--- src/rtl/rs_age_select_if.sv ---
// Bus bundle for rs_age_select: dispatch port, CDB broadcast, issue port,
// squash and occupancy. The master drives dispatch/CDB/issue_ready/squash;
// the slave is the reservation station.
interface rs_age_select_if #(
  parameter int TAG_W     = 6,
  parameter int PAYLOAD_W = 64,
  parameter int IDX_W     = 3
);
  logic                 dispatch_valid;
  logic                 dispatch_ready;
  logic                 dispatch_t1_valid;
  logic                 dispatch_t2_valid;
  logic                 dispatch_t1_ready;
  logic                 dispatch_t2_ready;
  logic [TAG_W-1:0]     dispatch_t1_tag;
  logic [TAG_W-1:0]     dispatch_t2_tag;
  logic [TAG_W-1:0]     dispatch_dest_tag;
  logic [PAYLOAD_W-1:0] dispatch_payload;
  logic                 cdb_en;
  logic [TAG_W-1:0]     cdb_tag;
  logic                 issue_valid;
  logic                 issue_ready;
  logic [IDX_W-1:0]     issue_idx;
  logic [TAG_W-1:0]     issue_dest_tag;
  logic [PAYLOAD_W-1:0] issue_payload;
  logic                 squash;
  logic [IDX_W:0]       free_count;

  modport master (
    output dispatch_valid, dispatch_t1_valid, dispatch_t2_valid,
           dispatch_t1_ready, dispatch_t2_ready, dispatch_t1_tag, dispatch_t2_tag,
           dispatch_dest_tag, dispatch_payload, cdb_en, cdb_tag, issue_ready, squash,
    input  dispatch_ready, issue_valid, issue_idx, issue_dest_tag, issue_payload,
           free_count
  );

  modport slave (
    input  dispatch_valid, dispatch_t1_valid, dispatch_t2_valid,
           dispatch_t1_ready, dispatch_t2_ready, dispatch_t1_tag, dispatch_t2_tag,
           dispatch_dest_tag, dispatch_payload, cdb_en, cdb_tag, issue_ready, squash,
    output dispatch_ready, issue_valid, issue_idx, issue_dest_tag, issue_payload,
           free_count
  );
endinterface

--- src/rtl/rs_age_select.sv ---
// Reservation station with DEPTH entries: dispatch into the lowest free slot,
// CDB wakeup (including same-cycle bypass on dispatch), one issue per cycle.
// Optional macro RS_AGE_SELECT_EN: keep a DEPTH x DEPTH age matrix and issue
// the oldest ready entry; otherwise the lowest-index ready entry issues.
module rs_age_select #(
  parameter int DEPTH     = 8,
  parameter int TAG_W     = 6,
  parameter int PAYLOAD_W = 64,
  parameter int IDX_W     = $clog2(DEPTH)
) (
  input logic            clock,
  input logic            reset,
  rs_age_select_if.slave bus
);
  logic [DEPTH-1:0]     busy;
  logic [DEPTH-1:0]     t1_valid;
  logic [DEPTH-1:0]     t1_ready;
  logic [DEPTH-1:0]     t2_valid;
  logic [DEPTH-1:0]     t2_ready;
  logic [TAG_W-1:0]     t1_tag   [DEPTH];
  logic [TAG_W-1:0]     t2_tag   [DEPTH];
  logic [TAG_W-1:0]     dest_tag [DEPTH];
  logic [PAYLOAD_W-1:0] payload  [DEPTH];

  logic [DEPTH-1:0] cand;
  logic [IDX_W:0]   busy_count;
  logic [IDX_W:0]   free_count;
  logic [IDX_W-1:0] alloc_idx;
  logic             sel_valid;
  logic [IDX_W-1:0] sel_idx;
  logic             do_dispatch;
  logic             do_free;
  logic             byp_t1;
  logic             byp_t2;

  // Issue candidates, occupancy and lowest free slot, all from registered state
  always_comb begin
    cand       = '0;
    busy_count = '0;
    alloc_idx  = '0;
    for (int i = 0; i < DEPTH; i++) begin
      cand[i]    = busy[i] && (!t1_valid[i] || t1_ready[i]) && (!t2_valid[i] || t2_ready[i]);
      busy_count = busy_count + {{IDX_W{1'b0}}, busy[i]};
    end
    for (int i = DEPTH - 1; i >= 0; i--) begin
      if (!busy[i]) alloc_idx = IDX_W'(i);
      else          alloc_idx = alloc_idx;
    end
  end

  assign free_count  = (IDX_W+1)'(DEPTH) - busy_count;
  assign sel_valid   = |cand;
  // Squash wins over every state update in the same cycle
  assign do_dispatch = bus.dispatch_valid && bus.dispatch_ready && !bus.squash;
  assign do_free     = sel_valid && bus.issue_ready && !bus.squash;
  assign byp_t1      = bus.cdb_en && bus.dispatch_t1_valid && (bus.dispatch_t1_tag == bus.cdb_tag);
  assign byp_t2      = bus.cdb_en && bus.dispatch_t2_valid && (bus.dispatch_t2_tag == bus.cdb_tag);

`ifdef RS_AGE_SELECT_EN
  // older[j][k] set means entry j was dispatched before entry k
  logic [DEPTH-1:0] older [DEPTH];
  logic [DEPTH-1:0] blocked;

  // Pick the candidate that no other candidate is older than
  always_comb begin
    blocked = '0;
    sel_idx = '0;
    for (int k = 0; k < DEPTH; k++) begin
      for (int j = 0; j < DEPTH; j++) begin
        if (cand[j] && older[j][k]) blocked[k] = 1'b1;
        else                        blocked[k] = blocked[k];
      end
    end
    for (int k = DEPTH - 1; k >= 0; k--) begin
      if (cand[k] && !blocked[k]) sel_idx = IDX_W'(k);
      else                        sel_idx = sel_idx;
    end
  end

  // New entry becomes younger than every occupied entry; its own row is cleared
  always_ff @(posedge clock or posedge reset) begin
    if (reset) begin
      for (int i = 0; i < DEPTH; i++) older[i] <= '0;
    end else if (do_dispatch) begin
      for (int j = 0; j < DEPTH; j++) begin
        older[j][alloc_idx] <= (j != int'(alloc_idx)) ? busy[j] : 1'b0;
      end
      older[alloc_idx] <= '0;
    end
  end
`else
  // Fixed priority: lowest-index candidate wins
  always_comb begin
    sel_idx = '0;
    for (int k = DEPTH - 1; k >= 0; k--) begin
      if (cand[k]) sel_idx = IDX_W'(k);
      else         sel_idx = sel_idx;
    end
  end
`endif

  // Entry storage: squash, wakeup, free on issue handshake, dispatch write
  always_ff @(posedge clock or posedge reset) begin
    if (reset) begin
      busy     <= '0;
      t1_valid <= '0;
      t1_ready <= '0;
      t2_valid <= '0;
      t2_ready <= '0;
      for (int i = 0; i < DEPTH; i++) begin
        t1_tag[i]   <= '0;
        t2_tag[i]   <= '0;
        dest_tag[i] <= '0;
        payload[i]  <= '0;
      end
    end else if (bus.squash) begin
      busy <= '0;
    end else begin
      for (int i = 0; i < DEPTH; i++) begin
        if (bus.cdb_en && busy[i] && t1_valid[i] && (t1_tag[i] == bus.cdb_tag)) t1_ready[i] <= 1'b1;
        if (bus.cdb_en && busy[i] && t2_valid[i] && (t2_tag[i] == bus.cdb_tag)) t2_ready[i] <= 1'b1;
      end
      if (do_free) busy[sel_idx] <= 1'b0;
      if (do_dispatch) begin
        busy[alloc_idx]     <= 1'b1;
        t1_valid[alloc_idx] <= bus.dispatch_t1_valid;
        t1_ready[alloc_idx] <= bus.dispatch_t1_ready || byp_t1;
        t1_tag[alloc_idx]   <= bus.dispatch_t1_tag;
        t2_valid[alloc_idx] <= bus.dispatch_t2_valid;
        t2_ready[alloc_idx] <= bus.dispatch_t2_ready || byp_t2;
        t2_tag[alloc_idx]   <= bus.dispatch_t2_tag;
        dest_tag[alloc_idx] <= bus.dispatch_dest_tag;
        payload[alloc_idx]  <= bus.dispatch_payload;
      end
    end
  end

  assign bus.dispatch_ready = (free_count != '0);
  assign bus.free_count     = free_count;
  assign bus.issue_valid    = sel_valid;
  assign bus.issue_idx      = sel_valid ? sel_idx : '0;
  assign bus.issue_dest_tag = sel_valid ? dest_tag[sel_idx] : '0;
  assign bus.issue_payload  = sel_valid ? payload[sel_idx] : '0;
endmodule
--- src/flat_wrapper.sv ---
// flat-port wrapper written by rule: the top's interface ports become plain ports
module rs_age_select_flat 
#(
  parameter int DEPTH     = 8,
  parameter int TAG_W     = 6,
  parameter int PAYLOAD_W = 64,
  parameter int IDX_W     = $clog2(DEPTH)
)
  (clock, reset, bus_dispatch_valid, bus_dispatch_t1_valid, bus_dispatch_t2_valid, bus_dispatch_t1_ready, bus_dispatch_t2_ready, bus_dispatch_t1_tag, bus_dispatch_t2_tag, bus_dispatch_dest_tag, bus_dispatch_payload, bus_cdb_en, bus_cdb_tag, bus_issue_ready, bus_squash, bus_dispatch_ready, bus_issue_valid, bus_issue_idx, bus_issue_dest_tag, bus_issue_payload, bus_free_count);
  rs_age_select_if #(.TAG_W(TAG_W), .PAYLOAD_W(PAYLOAD_W), .IDX_W(IDX_W)) bus_i ();
  input logic clock;
  input logic reset;
  input wire logic [$bits(bus_i.dispatch_valid)-1:0] bus_dispatch_valid;
  input wire logic [$bits(bus_i.dispatch_t1_valid)-1:0] bus_dispatch_t1_valid;
  input wire logic [$bits(bus_i.dispatch_t2_valid)-1:0] bus_dispatch_t2_valid;
  input wire logic [$bits(bus_i.dispatch_t1_ready)-1:0] bus_dispatch_t1_ready;
  input wire logic [$bits(bus_i.dispatch_t2_ready)-1:0] bus_dispatch_t2_ready;
  input wire logic [$bits(bus_i.dispatch_t1_tag)-1:0] bus_dispatch_t1_tag;
  input wire logic [$bits(bus_i.dispatch_t2_tag)-1:0] bus_dispatch_t2_tag;
  input wire logic [$bits(bus_i.dispatch_dest_tag)-1:0] bus_dispatch_dest_tag;
  input wire logic [$bits(bus_i.dispatch_payload)-1:0] bus_dispatch_payload;
  input wire logic [$bits(bus_i.cdb_en)-1:0] bus_cdb_en;
  input wire logic [$bits(bus_i.cdb_tag)-1:0] bus_cdb_tag;
  input wire logic [$bits(bus_i.issue_ready)-1:0] bus_issue_ready;
  input wire logic [$bits(bus_i.squash)-1:0] bus_squash;
  output wire logic [$bits(bus_i.dispatch_ready)-1:0] bus_dispatch_ready;
  output wire logic [$bits(bus_i.issue_valid)-1:0] bus_issue_valid;
  output wire logic [$bits(bus_i.issue_idx)-1:0] bus_issue_idx;
  output wire logic [$bits(bus_i.issue_dest_tag)-1:0] bus_issue_dest_tag;
  output wire logic [$bits(bus_i.issue_payload)-1:0] bus_issue_payload;
  output wire logic [$bits(bus_i.free_count)-1:0] bus_free_count;
  assign bus_i.dispatch_valid = bus_dispatch_valid;
  assign bus_i.dispatch_t1_valid = bus_dispatch_t1_valid;
  assign bus_i.dispatch_t2_valid = bus_dispatch_t2_valid;
  assign bus_i.dispatch_t1_ready = bus_dispatch_t1_ready;
  assign bus_i.dispatch_t2_ready = bus_dispatch_t2_ready;
  assign bus_i.dispatch_t1_tag = bus_dispatch_t1_tag;
  assign bus_i.dispatch_t2_tag = bus_dispatch_t2_tag;
  assign bus_i.dispatch_dest_tag = bus_dispatch_dest_tag;
  assign bus_i.dispatch_payload = bus_dispatch_payload;
  assign bus_i.cdb_en = bus_cdb_en;
  assign bus_i.cdb_tag = bus_cdb_tag;
  assign bus_i.issue_ready = bus_issue_ready;
  assign bus_i.squash = bus_squash;
  assign bus_dispatch_ready = bus_i.dispatch_ready;
  assign bus_issue_valid = bus_i.issue_valid;
  assign bus_issue_idx = bus_i.issue_idx;
  assign bus_issue_dest_tag = bus_i.issue_dest_tag;
  assign bus_issue_payload = bus_i.issue_payload;
  assign bus_free_count = bus_i.free_count;
  rs_age_select #(.DEPTH(DEPTH), .TAG_W(TAG_W), .PAYLOAD_W(PAYLOAD_W), .IDX_W(IDX_W)) u_core (.clock(clock), .reset(reset), .bus(bus_i));
endmodule
--- config.mk ---
export PLATFORM = sky130hd
export DESIGN_NAME = rs_age_select_flat
export DESIGN_NICKNAME = d
export VERILOG_FILES = /design/src/rtl/rs_age_select_if.sv /design/src/rtl/rs_age_select.sv /design/src/flat_wrapper.sv
export SDC_FILE = /design/constraint.sdc
export NUM_CORES = 1
export LEC_CHECK = 0
export ABC_CLOCK_PERIOD_IN_PS = 24100
export CORE_MARGIN = 1.5
export CORE_UTILIZATION = 60
export DETAILED_ROUTE_END_ITERATION = 7
export PLACE_DENSITY = 0.85
export SETUP_SLACK_MARGIN = 0.1
export SYNTH_ARGS = -nofsm -noshare
export SYNTH_HDL_FRONTEND = slang
export SYNTH_SLANG_ARGS = --single-unit
--- constraint.sdc ---
create_clock -name clock -period 24.1 [get_ports clock]
set_input_delay 2.41 -clock clock [delete_from_list [all_inputs] [get_ports clock]]
set_output_delay 2.41 -clock clock [all_outputs]
set_load 0.01 [all_outputs]
# After elaboration in Yosys (flattened, before gate mapping)
# Index checks and enable logic that the tools add are counted.
# W data, S select, Z words.
word_totals:
  wordCells: 260
  regBits: 696
op_classes:
  n_eq_ne: 18
  n_mux: 79
  add_sub_neg: 8
  reduce_logical: 105
  bitwise_logic: 6
  magnitude_cmp: 7
op_table:
  columns: ["cell", "n"]
  rows:
  - ["$bwmux W512", 1]
  - ["$mux W64", 4]
  - ["$bmux W64 S3", 1]
  - ["$demux W64 S3", 1]
  - ["$bwmux W48", 3]
  - ["$eq A6 B6 Y1", 18]
  - ["$logic_and A1 B1 Y1", 67]
  - ["$mux W3", 17]
  - ["$mux W8", 6]
  - ["$mux W1", 34]
  - ["$bwmux W8", 4]
  - ["$add A4 B1 Y4", 6]
  - ["$mux W6", 4]
  - ["$bmux W6 S3", 1]
  - ["$demux W6 S3", 1]
  - ["$logic_or A1 B1 Y1", 18]
  - ["$logic_not A1 Y1", 17]
  - ["$and A8 B8 Y8", 1]
  - ["$ge A4 B4 Y1 const B", 2]
  - ["$lt A3 B4 Y1 const B", 2]
  - ["$not A3 Y4", 2]
  - ["$not A8 Y8", 1]
  - ["$or A8 B8 Y8", 1]
  - ["$reduce_or A8 Y1", 1]
  - ["8 further kinds", 10]

# Longest topological paths before layout
logic_depth:
  depth_word: 23
  mapped_depth: 17
  depth_no_buf: 14

# Least setup slack after synthesis
# No wires, ideal clock.
synth_timing:
  path_type: "reg2out"
  start: "reg u_core.busy[4]"
  end: "out bus_dispatch_ready"
  path_slack_ns: 18.657
  arrival_time_ns: 3.033
  path_buffers: 0
  path_stages_with_launch: 11
  path_cell_list: "dfrtp_1 > fa_1 > inv_1 > ha_1 > inv_1 > fa_1 > fa_1 > inv_1 > ha_1 > or3b_1 > or2_2"
synth_via:
  elab_chain_cells: 6
synth_lines:
  columns: ["element", "line", "rtl"]
  rows:
  - ["start: declaration", "rs_age_select.sv:15", "logic [DEPTH-1:0] busy;"]
  - ["start signal: assignment", "rs_age_select.sv:105", "busy <= '0;"]
  - ["start signal: assignment", "rs_age_select.sv:117", "busy <= '0;"]
  - ["start signal: indexed assignment", "rs_age_select.sv:123", "if (do_free) busy[sel_idx] <= 1'b0;"]
  - ["$add A4 B1 Y4 (4 in series)", "rs_age_select.sv:43", "busy_count = busy_count + {{IDX_W{1'b0}}, busy[i]};"]
  - ["$sub A4 B4 Y4", "rs_age_select.sv:51", "assign free_count = (IDX_W+1)'(DEPTH) - busy_count;"]
  - ["via bus_free_count[2]", "flat_wrapper.sv:31", "output wire logic [$bits(bus_i.free_count)-1:0] bus_free_count;"]
  - ["$reduce_bool A4 Y1", "rs_age_select.sv:138", "assign bus.dispatch_ready = (free_count != '0);"]
  - ["end: declaration", "flat_wrapper.sv:26", "output wire logic [$bits(bus_i.dispatch_ready)-1:0] bus_dispatch_ready;"]
# The timed path passes the listed nets, and every way through them passes these cells.

# Worst setup path in the final report
layout_timing:
  start: "reg u_core.t2_ready[5]"
  end: "out bus_issue_dest_tag[5]"
layout_via:
  elab_chain_cells: 13
  elab_cells_between_ends: 14
  cone_classes: "mux: 10; bitwise: 1; reduce/logical: 3"
layout_lines:
  columns: ["element", "line", "rtl"]
  rows:
  - ["start: declaration", "rs_age_select.sv:19", "logic [DEPTH-1:0] t2_ready;"]
  - ["start signal: indexed assignment", "rs_age_select.sv:130", "t2_ready[alloc_idx] <= bus.dispatch_t2_ready || byp_t2;"]
  - ["$logic_or A1 B1 Y1 *", "rs_age_select.sv:42", "cand[i] = busy[i] && (!t1_valid[i] || t1_ready[i]) && (!t2_valid[i] || t2_ready[i]);"]
  - ["$logic_and A1 B1 Y1 *", "rs_age_select.sv:42", null]
  - ["$mux W3 (6 in series)", "rs_age_select.sv:96", "if (cand[k]) sel_idx = IDX_W'(k);"]
  - ["$not A3 Y4 (implied by the code)", "rs_age_select.sv:142", "assign bus.issue_dest_tag = sel_valid ? dest_tag[sel_idx] : '0;"]
  - ["$bmux W6 S3", "rs_age_select.sv:142", null]
  - ["$mux W6 (implied by the code) (2 in series)", "rs_age_select.sv:142", null]
  - ["$mux W6 *", "rs_age_select.sv:142", null]
  - ["end: declaration", "flat_wrapper.sv:29", "output wire logic [$bits(bus_i.issue_dest_tag)-1:0] bus_issue_dest_tag;"]
# Every way passes the cells marked *; elsewhere a longest branch is shown, timed or not. The select of a mux whose other input is x is not followed.

==> out/metrics.cfg <==
[floorplan]
number_of_primary_i_o_pins = 177
die_w_um = 232
core_mm2 = 0.0516
start_util_pct = 61.0
std_cell_rows = 83
die_height_um = 232
die_area_mm2 = 0.0538

[layout]
syn2layout_area_growth_pct = 14.0
fillers = 3452
layout_common_cells = sky130_fd_sc_hd__nand2_1 (767), sky130_fd_sc_hd__dfrtp_1 (696), sky130_fd_sc_hd__mux2_2 (416), sky130_fd_sc_hd__clkdlybuf4s50_1 (176), sky130_fd_sc_hd__o221ai_1 (141)
count_of_nets_after_finishing = 2949
fraction_of_layout_cells_with_a_size_suffix_above_1_pct = 20.7
final_common_cell = sky130_fd_sc_hd__nand2_1
layout.cell_area.non_filler_mm2 = 0.0359

[logic_synthesis]
yosys_warnings = 0
postSynthRegisterBits = 696
synthesis.instances = 2781
synth-main-ff-cell = sky130_fd_sc_hd__dfrtp_1
synth_enable_flop_cells = 0
async_reset_ff_share_pct = 100
mappedNetlistNets = 2890
post_synth_num_cell_types = 60
postSynthAreaPerCell_um2 = 11.3
seq_area_frac_synth_pct = 55.3
netlist_area_mm2 = 0.0315

[timing]
setup_viol_count_final = 0
slew_viol_final = 0
final_hold_viol_count = 0
maxSlewHeadroom_pct = 15.0
timing.final.crit_share_pct = 30.3
layout_min_cycle_time_ns = 7.31
unrepaired_setup_endpoints_after_global_routing = false
setup_tns_ns = 0
max_freq_mhz = 137
worstMarginPinSlew_ns = 1.28
timing.clock.skew_ns = 0.0131

[pwr]
worst_ir_drop_vdd_v = 0.0000567
power.static_leakage_nw = 17.3
power.density_cell_area_mw_per_mm2 = 79.0
design_power_total_mw = 2.84

[critical_path]
critPathSlowestCell = sky130_fd_sc_hd__buf_4
critical_path_class = reg2out
worstSetupEndpointType = output port
r2r_setup_slack_ns = 18.34
timing.critical_path.arrival_ns = 4.90
startpoint_type = flop
timing.critical_path.slowest_cell_delay_ns = 0.86
cpMostUsedCell = sky130_fd_sc_hd__buf_4
worst-path-max-fanout = 75
timing.critical_path.required_ns = 21.69
crit_chain = nand2b_1 > and3_1 > nor2_4 > buf_4 > buf_4 > o32a_1 > o221ai_1 > o22ai_1 > clkdlybuf4s50_1

[routing]
dr.first_iter.drc_count = 2959
wire_per_inst_um = 24.9
totalWireLength_um = 89000
antenna_left = 0
dr_total_vias = 23800
residual_drc_count = 0
vias_per_cell = 6.67
number_of_search_and_repair_iterations_in_the_first_detailed_routing_pass = 6

[cts]
numClockSinks = 696
cts_setup_buffers = 0
clk_pin_slew_worst_paths_ns = 0.06
clkLatencyLatePin_ns = 0.61
ctsHoldBuffers = 0
cts.repair.resized = 0
cts_tree = done
number_of_buffers_inserted_during_clock_tree_synthesis = 71
clock_tree.root_cell = sky130_fd_sc_hd__clkbuf_16
cts.htree.levels = 3
cts_max_path_buffers = 3

[job]
maxCapViolations = 0

[hold_path]
hold_path_class = reg2reg

[place]
numPortBuffers = 176
placed_area_mm2 = 0.0335
detailed_place_hpwl_um = 48700
placer_congestion_estimate = 0.913

[grt]
grt_overflow = 0
global_route_wire_length_before_repair_um = 139000
grtUsageTotal_pct = 33.3
grt_max_degree = 186
grt_pass1_vias = 25000
grt_antenna_before_repair = 7

[status]
result_of_the_run = finished, final reports clean

## flip-flops by register name, summed over array words and instances (netlist names)
| register | flops |
|---|---|
| u_core.t1_ready | 8 |
| u_core.busy | 8 |
| u_core.t1_tag | 48 |
| u_core.payload | 512 |
| u_core.t2_valid | 8 |
| u_core.t2_tag | 48 |
| u_core.t2_ready | 8 |
| u_core.dest_tag | 48 |
| u_core.t1_valid | 8 |
## critical path: cells and delay by family, from the launching register on
kind | cells | cell delay (ns)
AO/OA/AOI/OAI | 3 | 0.83
buffers and inverters | 3 | 2.20
flip-flops | 1 | 0.38
AND/OR/NAND/NOR | 3 | 0.79
## cells in the mapped netlist, types with 3 or more instances
| master | n | area share, % |
|---|---|---|
| sky130_fd_sc_hd__nand2b_1 | 11 | 0.22 |
| sky130_fd_sc_hd__xnor2_1 | 44 | 1.2 |
| sky130_fd_sc_hd__o32a_1 | 140 | 4.5 |
| sky130_fd_sc_hd__a311oi_1 | 5 | 0.14 |
| sky130_fd_sc_hd__mux2_2 | 416 | 15 |
| sky130_fd_sc_hd__o21ai_0 | 6 | 0.095 |
| sky130_fd_sc_hd__o22a_1 | 14 | 0.39 |
| sky130_fd_sc_hd__o21ai_1 | 3 | 0.048 |
| sky130_fd_sc_hd__nor3_1 | 5 | 0.079 |
| sky130_fd_sc_hd__nand3_1 | 26 | 0.41 |
| sky130_fd_sc_hd__buf_4 | 20 | 0.48 |
| sky130_fd_sc_hd__nand2_1 | 768 | 9.2 |
| sky130_fd_sc_hd__o22ai_1 | 70 | 1.4 |
| sky130_fd_sc_hd__xor2_1 | 65 | 1.8 |
| sky130_fd_sc_hd__a21oi_1 | 18 | 0.29 |
| sky130_fd_sc_hd__and3_1 | 8 | 0.16 |
| sky130_fd_sc_hd__nor4_1 | 16 | 0.32 |
| sky130_fd_sc_hd__nor2_1 | 15 | 0.18 |
| sky130_fd_sc_hd__dfrtp_1 | 696 | 55 |
| sky130_fd_sc_hd__fa_1 | 3 | 0.19 |
| sky130_fd_sc_hd__clkbuf_1 | 114 | 1.4 |
| sky130_fd_sc_hd__a31oi_1 | 3 | 0.060 |
| sky130_fd_sc_hd__o221ai_1 | 141 | 3.9 |
| sky130_fd_sc_hd__buf_2 | 81 | 1.3 |
| sky130_fd_sc_hd__nand4_1 | 12 | 0.24 |
| sky130_fd_sc_hd__inv_1 | 22 | 0.26 |
| sky130_fd_sc_hd__ha_1 | 8 | 0.32 |
| sky130_fd_sc_hd__buf_1 | 13 | 0.16 |
## metrics by stage
stage	std cells	util [%]	worst slack, ns	hold slack [ns]
after floorplan	2781	-	2.17	0.439
final	3577	69.6	16.79	0.468
after global placement	3447	64.9	17.51	0.449
after CTS	3572	69.5	16.84	0.469
after detailed placement	3447	64.9	17.52	0.456
after global routing	3575	69.5	16.69	0.485
## routing by layer
layer  share of wire, %  global-route usage (%)
met2                 48                    54.4
met5              0.035                       0
met1                 40                    44.2
met4                3.1                    13.6
met3                8.7                    5.92
## power breakdown
| group | internal, mW | leakage (nW) | switching (mW) |
|---|---|---|---|
| Clock | 0.666 | 1.19 | 0.458 |
| Combinational | 0.193 | 6.77 | 0.178 |
| Sequential | 1.28 | 9.34 | 0.0651 |
## cell type report
| cell class | instances | area, µm² | area share [%] |
|---|---|---|---|
| Sequential cell | 696 | 17400 | 48.5 |
| Timing Repair Buffer | 214 | 2060 | 5.74 |
| Tap cell | 680 | 851 | 2.37 |
| Antenna cell | 5 | 12.5 | 0.0349 |
| Clock inverter | 22 | 226 | 0.631 |
| Multi-Input combinational cell | 1835 | 13100 | 36.4 |
| Clock buffer | 103 | 2160 | 6.02 |
| Inverter | 22 | 90.1 | 0.251 |
## path summary, 6_finish.rpt
| path | from | end | cells past startpoint |
|---|---|---|---|
| max | u_core.t2_ready[5] | bus_issue_dest_tag[5] | 9 |
| max reg2reg | u_core.busy[6] | u_core.busy[7] | 13 |
| min | u_core.payload[8] | u_core.payload[8] | 2 |
| max in group asynchronous | reset | u_core.payload[347] | 5 |
| min in group asynchronous | reset | u_core.t1_tag[34] | 2 |
| min reg2reg | u_core.payload[8] | u_core.payload[8] | 2 |
## cell families after synthesis
| family | share of synthesized area [%] |
|---|---|
| mux | 14.9 |
| simple gates | 11.3 |
| xor+xnor | 3.03 |
| fa+ha+maj | 0.509 |
| buf+inv | 3.54 |
| compound gates | 11.5 |
| flops | 55.3 |
No activity file was read; power rests on OpenSTA's default activity.
